### src/rtl/led_seq_pkg.sv
// Shared types for the LED pattern sequencer: pattern modes and PWM counter width.
package led_seq_pkg;
  typedef enum logic [1:0] {LED_STATIC, LED_WALK, LED_BLINK, LED_COUNT} led_mode_e;
  localparam int PWM_W = 8;
endpackage

### src/rtl/led_prescaler.sv
// Step-rate prescaler: tick is high in the enabled cycle where cnt reaches PRESCALE-1.
module led_prescaler #(
  parameter int PRESCALE = 1000000
) (
  input  logic clk,
  input  logic rst,
  input  logic en,
  input  logic clr,
  output logic tick
);
  localparam int CW = (PRESCALE > 1) ? $clog2(PRESCALE) : 1;

  logic [CW-1:0] cnt;

  assign tick = en && (cnt == CW'(PRESCALE - 1));

  always_ff @(posedge clk or posedge rst) begin
    if (rst)      cnt <= '0;
    else if (clr) cnt <= '0;
    else if (en)  cnt <= tick ? '0 : cnt + CW'(1);
  end
endmodule

### src/rtl/led_pattern_sequencer.sv
// LED pattern sequencer (static/walk/blink/count) on LED[LED_MSB:LED_LSB].
// Optional LED_PWM_EN adds an 8-bit duty input that gates the driven LEDs.
module led_pattern_sequencer import led_seq_pkg::*; #(
  parameter int          LED_LSB       = 2,
  parameter int          LED_MSB       = 5,
  parameter int          PRESCALE      = 1000000,
  parameter logic [63:0] RESET_PATTERN = 64'b1010
) (
  input  logic                   clk,
  input  logic                   rst,
  input  logic                   en,
  input  logic [1:0]             mode,
`ifdef LED_PWM_EN
  input  logic [PWM_W-1:0]       duty,
`endif
  output logic [LED_MSB:LED_LSB] LED,
  output logic                   wrap
);
  localparam int W = LED_MSB - LED_LSB + 1;
  localparam logic [W-1:0] RST_PAT = W'(RESET_PATTERN);

  led_mode_e      mode_e, mode_q;
  logic [W-1:0]   pat, pat_d;
  logic           wrap_d, mode_chg, tick;

  assign mode_e   = led_mode_e'(mode);
  assign mode_chg = (mode_e != mode_q);

  function automatic logic [W-1:0] start_val(led_mode_e m);
    case (m)
      LED_WALK:  return W'(1);
      LED_BLINK: return '1;
      LED_COUNT: return '0;
      default:   return RST_PAT;
    endcase
  endfunction

  // A mode change also restarts the step period so the new pattern gets a full first step.
  led_prescaler #(.PRESCALE(PRESCALE)) u_presc (
    .clk (clk),
    .rst (rst),
    .en  (en),
    .clr (mode_chg),
    .tick(tick)
  );

  always_comb begin
    pat_d  = pat;
    wrap_d = 1'b0;
    if (mode_chg) begin
      pat_d = start_val(mode_e);
    end else if (tick) begin
      case (mode_q)
        LED_WALK: begin
          // Shift-and-or rotate stays legal for W==1, where it simply holds the bit.
          pat_d  = (pat << 1) | (pat >> (W - 1));
          wrap_d = pat[W-1];
        end
        LED_BLINK: pat_d = ~pat;
        LED_COUNT: begin
          pat_d  = pat + W'(1);
          wrap_d = &pat;
        end
        default: pat_d = pat;
      endcase
    end
  end

  always_ff @(posedge clk or posedge rst) begin
    if (rst) begin
      mode_q <= LED_STATIC;
      pat    <= RST_PAT;
      wrap   <= 1'b0;
    end else begin
      mode_q <= mode_e;
      pat    <= pat_d;
      wrap   <= wrap_d;
    end
  end

`ifdef LED_PWM_EN
  logic [PWM_W-1:0] pwm_cnt;

  always_ff @(posedge clk or posedge rst) begin
    if (rst) pwm_cnt <= '0;
    else     pwm_cnt <= pwm_cnt + PWM_W'(1);
  end

  assign LED = pat & {W{pwm_cnt < duty}};
`else
  assign LED = pat;
`endif
endmodule

### config.mk
export PLATFORM = sky130hd
export DESIGN_NAME = led_pattern_sequencer
export DESIGN_NICKNAME = d
export VERILOG_FILES = /design/src/rtl/led_seq_pkg.sv /design/src/rtl/led_prescaler.sv /design/src/rtl/led_pattern_sequencer.sv
export SDC_FILE = /design/constraint.sdc
export NUM_CORES = 1
export LEC_CHECK = 0
export CELL_PAD_IN_SITES_DETAIL_PLACEMENT = 2
export CELL_PAD_IN_SITES_GLOBAL_PLACEMENT = 2
export CORE_ASPECT_RATIO = 1.75
export CORE_MARGIN = 8
export CORE_UTILIZATION = 39
export DETAILED_ROUTE_END_ITERATION = 6
export GPL_TIMING_DRIVEN = 0
export PLACE_DENSITY_LB_ADDON = 0.1
export SLEW_MARGIN = 15
export SYNTH_ARGS = -nofsm -noshare
export SYNTH_HDL_FRONTEND = slang
export SYNTH_HIERARCHICAL = 1
export SYNTH_SLANG_ARGS = --single-unit
### constraint.sdc
create_clock -name clk -period 4.5 [get_ports clk]
set_input_delay 0.45 -clock clk [delete_from_list [all_inputs] [get_ports clk]]
set_output_delay 0.45 -clock clk [all_outputs]
set_load 0.01 [all_outputs]
* Word-level counts from Yosys, hierarchy flattened *
Cells that the tools add are included.

storage, ports and cells
  input port bits = 5
  register bits after elaboration = 27
  output and inout bits = 5

operators by class
  bitwise operators = 2
  add/sub/neg operators = 2
  multiplexer cells = 10
  equal/unequal tests = 8
  reduce and logical (&&, ||, !) cells = 6

operators with widths
  operator                                       number
  2-to-1 mux 20 bit                              3
  one-hot mux 4 bit (3 select lines)             2
  adder 20 x 1 -> 20 bit, second input constant  1
  == test 20 bit, second input constant          1
  == test 2 bit, second input constant           4
  2-to-1 mux 4 bit                               2
  adder 4 x 1 -> 4 bit, second input constant    1
  == test 2 x 1 -> 1 bit, second input constant  2
  NOT 4 bit                                      1
  bitwise OR 4 x 1 -> 4 bit                      1
  AND reduction 4 bit                            1
  nonzero test 2 bit                             2
  nonzero test 4 bit                             1
  2-to-1 mux 1 bit                               2
  != test 2 bit                                  1
  one-hot mux 1 bit (2 select lines)             1
  AND reduction 2 bit                            1
  logical AND 1 bit                              1

* Logic depth before layout (Yosys ltp) *
Gate-level depths: netlist of run 1.

  depth in word-level cells = 5
  gate-level depth with buffers = 9

* Cells and area by module *
The synthesis of run 1 kept the hierarchy.

modules (own cells, without submodules)
  module                 area an instance (um^2)  seq. area each (um^2)  instances  cells an instance
  led_prescaler          1157.4                   500.5                  1          135
  led_pattern_sequencer  503.0                    177.7                  1          57

* Worst setup path before layout of run 1 *
Ideal clock, no wire load.

  path kind = input port to flip-flop
  start = input port mode[0]
  end = register u_presc.cnt[10]
  cell stages on the path = 8
  slack = 2626 ps
  data arrival time = 1797 ps
  setup time = 77 ps
  data required time = 4423 ps
  cell sequence = xnor2_1 nand2_1 buf_2 o211a_1 and2b_1 nand2b_1 or3_1 a21oi_1

on the way
  cells in the longest elaborated chain, start to end = 2

RTL lines
  what                                                            RTL line                     text
  start, declared                                                 led_pattern_sequencer.sv:12  input logic [1:0] mode,
  != test 2 bit (*)                                               led_pattern_sequencer.sv:27  assign mode_chg = (mode_e != mode_q);
  via mode_chg                                                    led_pattern_sequencer.sv:24  logic wrap_d, mode_chg, tick;
  2-to-1 mux 20 bit / nonzero test 2 bit (equally long branches)  n/a
  end signal, assigned                                            led_prescaler.sv:20          else if (en) cnt <= tick ? '0 : cnt + CW'(1);
  end, declared                                                   led_prescaler.sv:13          logic [CW-1:0] cnt;

Mark *: on every way through the listed nets, which the timed path passes. The rest lies on a longest branch.
A chain may end at the register's enable or synchronous reset.

* Final worst setup path of run 1 *
  start = input port en
  end = register pat[3], in the netlist LED[5]

on the way
  cells in the longest elaborated chain, start to end = 3

RTL lines
  what                           RTL line                     text
  start, declared                led_pattern_sequencer.sv:11  input logic en,
  logical AND 1 bit              led_prescaler.sv:15          assign tick = en && (cnt == CW'(PRESCALE - 1));
  via tick                       led_pattern_sequencer.sv:24
  nonzero test 2 bit (no line)   n/a
  AND reduction 2 bit (no line)  n/a
  end signal, assigned           led_pattern_sequencer.sv:76  pat <= pat_d;
  end, declared                  led_pattern_sequencer.sv:23  logic [W-1:0] pat, pat_d;

The timed path passes the listed nets, and every way through them passes these cells.

==> results of run 1 <==
==> per-stage QoR <==
step	instance area (sq um)	worst slack, ns	power, mW	utilization, %
after global placement	1810	1.72	0.342	44.1
after floorplan	1660	2.63	0.311	-
after global routing	1860	1.79	0.504	45.2
after detailed placement	1810	1.62	0.348	44.1
after CTS	1860	1.92	0.490	45.2
final	1860	1.94	0.480	45.2
==> power by group through the flow <==
stage	registers [mW]	clock network, mW	logic, mW
after floorplan	0.267	0	0.0447
after global placement	0.267	0	0.0750
after detailed placement	0.268	0	0.0802
after CTS	0.263	0.146	0.0809
after global routing	0.264	0.152	0.0879
final	0.263	0.138	0.0789
==> how the worst max path moves through the flow <==
stage / from / endpoint / slack [ns]
detailed placement: en / LED[2] / 1.62
floorplan: mode[0] / u_presc/cnt[10] / 2.63
global placement: en / LED[3] / 1.72
CTS: en / LED[2] / 1.92
global route: en / LED[5] / 1.79
finish: en / LED[5] / 1.94
==> flip-flops by register name (all words and copies together), names as in the netlist <==
signal,count
u_presc/cnt,20
LED,4
mode_q,2
wrap,1
==> logic make-up (layout without fill, tap and decap cells) <==
family / count (synthesis) / after routing / share of synthesized area [%]
simple gates: 89 / 89 / 28.3
compound gates: 36 / 36 / 13.3
flops: 27 / 27 / 40.8
buf+inv: 18 / 31 / 4.29
xor+xnor: 13 / 13 / 6.86
fa+ha+maj: 7 / 7 / 5.27
mux: 2 / 2 / 1.21
==> synth_stat cells, drive strengths merged <==
cell / instances
and4: 2
o211ai: 2
nor4b: 3
nand4: 5
a31oi: 2
a21boi: 1
dfrtp: 25
or2: 1
and2b: 1
ha: 7
a22o: 1
nand3: 12
nand2b: 2
and2: 1
o31ai: 2
and3: 4
dfstp: 2
a21o: 2
xnor2: 8
nor2: 20
o21ai: 10
nand2: 17
nand3b: 2
mux2i: 2
inv: 15
nor4bb: 1
o211a: 1
nor3b: 2
buf: 3
a21oi: 13
or3: 4
or4: 1
nor4: 5
nor3: 6
a211oi: 1
a221o: 1
xor2: 5
==> per-layer routing <==
metal	up-vias	global-route usage (%)	routed length [um]	share of wire, %
li1	707	-	-	-
met1	757	14.8	1780	36
met2	14	33.9	3030	61
met3	7	2.41	106	2.1
met4	0	4.39	68	1.4
met5	-	0	0	0
==> critical path: stages <==
cell and delay, ns:
clkdlybuf4s50_1 0.52, buf_2 0.24, inv_1 0.16, nor4b_1 0.29
nand4_1 0.29, inv_1 0.21, a21boi_2 0.28, nor2_1 0.08
o31ai_1 0.21
==> area by class of cell <==
| type | count | area, sq um |
|---|---|---|
| clock buffer | 4 | 45.0 |
| fill | 480 | 2250 |
| buffer | 3 | 15.0 |
| inverter | 15 | 56.3 |
| sequential | 27 | 678 |
| multi-input combinational | 147 | 911 |
| tap | 49 | 61.3 |
| timing repair buffer | 9 | 90.1 |
==> flow_summary.yaml, run 1 <==
pwr:
  vdd_drop_max_uv: 138
  combPwrFrac_pct: 16.4
  intPower_mw: 0.347
  leakagePower_nw: 0.753
  p_switching_mw: 0.133
  power.density_nw_per_um2: 259
  power_frac_clock_pct: 28.8
  p_seq_share_pct: 54.8
  p_sw_share_pct: 27.7
layout:
  drive_gt1_share_pct: 5.85
  fin_nets: 218
  fin_cells: 254
  diodes: 0
  syn_to_final_growth_pct: 11.8
  layout_common_cells: "25 x dfrtp_1, 20 x nor2_1, 17 x nand2_1, 14 x inv_1, 13 x a21oi_1"
  mostFrequentLayoutCell: "dfrtp_1"
sta:
  tns_ns: 0
  clock_skew_ns: 0.00697
  fin_crit_sh_pct: 56.9
  min_period_ns: 2.56
  hold_ws_ns: 0.454
  finalSetupViolCount: 0
  final_hold_viol_count: 0
  fmax_mhz: 390
  tightestPinTransition_ns: 0.807
  slew_viol_final: 0
  slew-limit-headroom_pct: 46.2
  rsz0062_at_grt: "no"
floorplan:
  fp.dieH_um: 102
  dieWidth_um: 65.3
  die_area_sq_um: 6680
  num_rows: 31
  start_util_pct: 40.4
  coreArea_sq_um: 4110
  ioPinCount: 10
place:
  place_congestion: 0.855
  placed_cells: 250
  place.port_buffers: 9
  dpl.hpwl_um: 3970
global_route:
  antenna_found_initial: 0
  first_global_vias: 1718
  grt_max_degree: 21
  grt_remaining_overflow: 0
  grt.total_usage_pct: 16.1
  grt_pass1_wl_um: 8470
synthesis:
  synth_top_area_share_pct: 37.7
  synth_nets: 204
  synthTopCellsByArea: "dfrtp_1 38%, ha_1 5.3%, nor2_1 4.5%"
  avgSynthCellArea_sq_um: 8.65
  synth_area_sq_um: 1660
  yosysTopAreaCell: "dfrtp_1"
  yosys_register_bits: 27
  synth-seq-area-share_pct: 40.8
  netlist_instances: 192
  synth_cell_types: 41
  yosys_warnings: 6
clocking:
  clkTransAtPathRegs_ns: 0.09
  cts_sinks: 27
  cts_hold_buf: 0
  cts-buffers-inserted: 3
  htreeDepth: 1
  ctsResizeCount: 0
  clk_latency_ns: 0.27
  cts-root-buf: "clkbuf_8"
  cts_tree: "built"
  cts_max_path_buffers: 2
  postCtsSetupBuffers: 0
worst_setup_path:
  rrSetupSlack_ns: 2.18
  rr_worst_depth: 8
  start_kind: "input pin"
  cp.required_ns: 4.68
  r2r-end: "LED[5]"
  endpoint_kind: "register"
  path_max_fanout: 10
  r2r_start: "u_presc/cnt[0]"
  worstSetupPathType: "input pin to register"
  critical_path_arrival_ns: 2.74
routing:
  vias: 1485
  wl_per_cell_um: 19.6
  dr.pass1.iters: 4
  drt-initial-drc-count: 24
  antenna_left: 0
  routed_wirelength_um: 4980
  avgViaCountPerCell: 5.85
  drc_errors: 0
status:
  status: "completed"
job:
  cap_violations: 0
worst_hold_path:
  min_path_type: "input pin to asynchronous set/reset pin"
Power figures use the tool's default switching activity.
==> run 2: changes to the inputs <==
--- a/config.mk
+++ b/config.mk
@@ -9,7 +9,7 @@
 export CELL_PAD_IN_SITES_GLOBAL_PLACEMENT = 2
 export CORE_ASPECT_RATIO = 1.75
 export CORE_MARGIN = 8
-export CORE_UTILIZATION = 39
+export CORE_UTILIZATION = 36
 export DETAILED_ROUTE_END_ITERATION = 6
 export GPL_TIMING_DRIVEN = 0
 export PLACE_DENSITY_LB_ADDON = 0.1
==> constraint.sdc (replaced) <==
create_clock -name clk -period 2.47 [get_ports clk]
set_input_delay 0.247 -clock clk [delete_from_list [all_inputs] [get_ports clk]]
set_output_delay 0.247 -clock clk [all_outputs]
set_load 0.01 [all_outputs]
==> run 2 against run 1 <==
Power increased by 85%. Setup slack got worse by 1.7 ns. Hold slack worse by 0.22 ns. Sequential cell count is the same. Register-to-register slack worse by 1.9 ns. Combinational power grew 81%. Critical path depth did not move. Global-route usage shrank 0.88 points. Die area is 6.6% higher. Count of clock-buffer cells in the layout is 1 lower. Critical endpoint is now u_presc/cnt[12].
==> flow_summary.yaml, run 2 (synthesized netlist as in run 1, its figures left out) <==
status:
  status: "completed"
pwr:
  power.density_nw_per_um2: 475
  leakagePower_nw: 0.757
  vdd_drop_max_uv: 216
sta:
  tightestPinTransition_ns: 0.822
  tns_ns: 0
  finalSetupViolCount: 0
  min_period_ns: 2.20
  rsz0062_at_grt: "no"
  hold_ws_ns: 0.237
  fmax_mhz: 454
  slew-limit-headroom_pct: 45.1
  slew_viol_final: 0
  final_hold_viol_count: 0
  clock_skew_ns: 0.00630
  fin_crit_sh_pct: 89.2
worst_setup_path:
  rrSetupSlack_ns: 0.28
  cp_top_family: "simple AND/OR/NAND/NOR gates"
  startpoint: "mode[1]"
  cp.depth: 9
  cpPeakStageDelay_ns: 0.55
  endpoint: "u_presc/cnt[12]"
  r2r-end: "LED[5]"
  endpoint_kind: "register"
  rr_worst_depth: 8
  r2r_start: "u_presc/cnt[0]"
  cp.required_ns: 2.68
  worstSetupPathType: "input pin to register"
  path_buf_inv: 2
  critical_path_arrival_ns: 2.41
  start_kind: "input pin"
  worstPathCellList: "clkdlybuf4s50_1 -> xnor2_1 -> nand2_2 -> buf_2 -> o211a_1 -> and2b_1 -> nand2b_1 -> or3_1 -> a21oi_1"
  path_max_fanout: 10
  cp_slowest_cell: "clkdlybuf4s50_1"
global_route:
  globalRouteMet2Util_pct: 29.5
  met3_usage_pct: 1.38
  first_global_vias: 1776
  gr-usage-met1_pct: 15.3
  grt_pass1_wl_um: 8650
  grt_max_degree: 21
  grt-busiest-layer: "met2"
  grt_remaining_overflow: 0
  grt.total_usage_pct: 15.2
  antenna_found_initial: 0
floorplan:
  ioPinCount: 10
  start_util_pct: 37.7
  fp.dieH_um: 106
  num_rows: 32
  coreArea_sq_um: 4400
  die_area_sq_um: 7130
  dieWidth_um: 67.3
layout:
  fin_nets: 219
  finish.utilization_pct: 42.5
  layout_common_cells: "25 x dfrtp_1, 20 x nor2_1, 16 x nand2_1, 14 x inv_1, 13 x a21oi_1"
  largest_register: "u_presc/cnt"
  fin_cells: 257
  largest_register_ffs: 20
  drive_gt1_share_pct: 7.28
  diodes: 0
  mostFrequentLayoutCell: "dfrtp_1"
  n_fill_cell: 531
  syn_to_final_growth_pct: 12.8
clocking:
  cts_max_path_buffers: 2
  cts_sinks: 27
  clkTransAtPathRegs_ns: 0.11
  htreeDepth: 1
  cts-buffers-inserted: 3
  cts_tree: "built"
  clk_latency_ns: 0.28
  cts-root-buf: "clkbuf_8"
routing:
  vias: 1502
  drt-initial-drc-count: 45
  routed_wirelength_um: 4960
  wl_per_cell_um: 19.3
  drc_errors: 0
  antenna_left: 0
  dr.pass1.iters: 3
  avgViaCountPerCell: 5.84
place:
  place_congestion: 0.877
  dpl.hpwl_um: 3990
  place.port_buffers: 9
  placed_cells: 252
job:
  cap_violations: 0
worst_hold_path:
  min_path_type: "input pin to asynchronous set/reset pin"
run 2: through the flow:
step           power, mW  area [sq um]  setup slack (ns)
6_report           0.890          1870             0.266
5_1_grt            0.939          1870            0.0821
4_1_cts            0.903          1860             0.124
3_5_place_dp       0.634          1810            -0.162
3_3_place_gp       0.624          1810           -0.0828
2_1_floorplan      0.567          1660             0.624
run 2: cell type report:
cell class / instances / area, sq um / share of cell area [%]
plain buffers: 3 / 15.0 / 0.802
well taps: 51 / 63.8 / 3.41
repair buffers: 10 / 97.6 / 5.21
flip-flops and latches: 27 / 678 / 36.2
multi-input cells: 147 / 913 / 48.8
inverters: 15 / 56.3 / 3.01
clock buffers: 3 / 41.3 / 2.20
clock inverters: 1 / 7.51 / 0.401
run 2: how the worst min path moves through the flow:
stage	start	endpoint	slack, ns
after global placement	u_presc/cnt[18]	u_presc/cnt[18]	0.51
after global routing	rst	LED[2]	0.27
final	rst	LED[2]	0.24
after detailed placement	u_presc/cnt[14]	u_presc/cnt[14]	0.53
after CTS	rst	LED[4]	0.25
after floorplan	rst	LED[2]	0.05
run 2: report_power, final:
group          switching (mW)  internal, mW
combinational          0.0842        0.0591
clock                   0.153         0.115
sequential             0.0214         0.458
run 2: metal layers:
metal  wire, um  vias to the layer above  part of all wire, %
met4        123                        0                  2.5
li1           -                      707                    -
met2       2920                       15                   59
met5          0                        -                    0
met3         56                        8                  1.1
met1       1860                      772                   37
run 2: timing repair:
item / CTS / global route
resized for setup: 0 / 1
hold buffers: 0 / 0
endpoints found under the hold margin: 0 / 0
buffers inserted: 0 / 1
setup endpoints to repair: 0 / 5
==> run 3: changes to the inputs <==
--- a/config.mk
+++ b/config.mk
@@ -13,6 +13,7 @@
 export DETAILED_ROUTE_END_ITERATION = 6
 export GPL_TIMING_DRIVEN = 0
 export PLACE_DENSITY_LB_ADDON = 0.1
+export SKIP_LAST_GASP = 1
 export SLEW_MARGIN = 15
 export SYNTH_ARGS = -nofsm -noshare
 export SYNTH_HDL_FRONTEND = slang
==> results of run 3 <==
No change in the layout: final DEF, timing and power equal those of run 2.
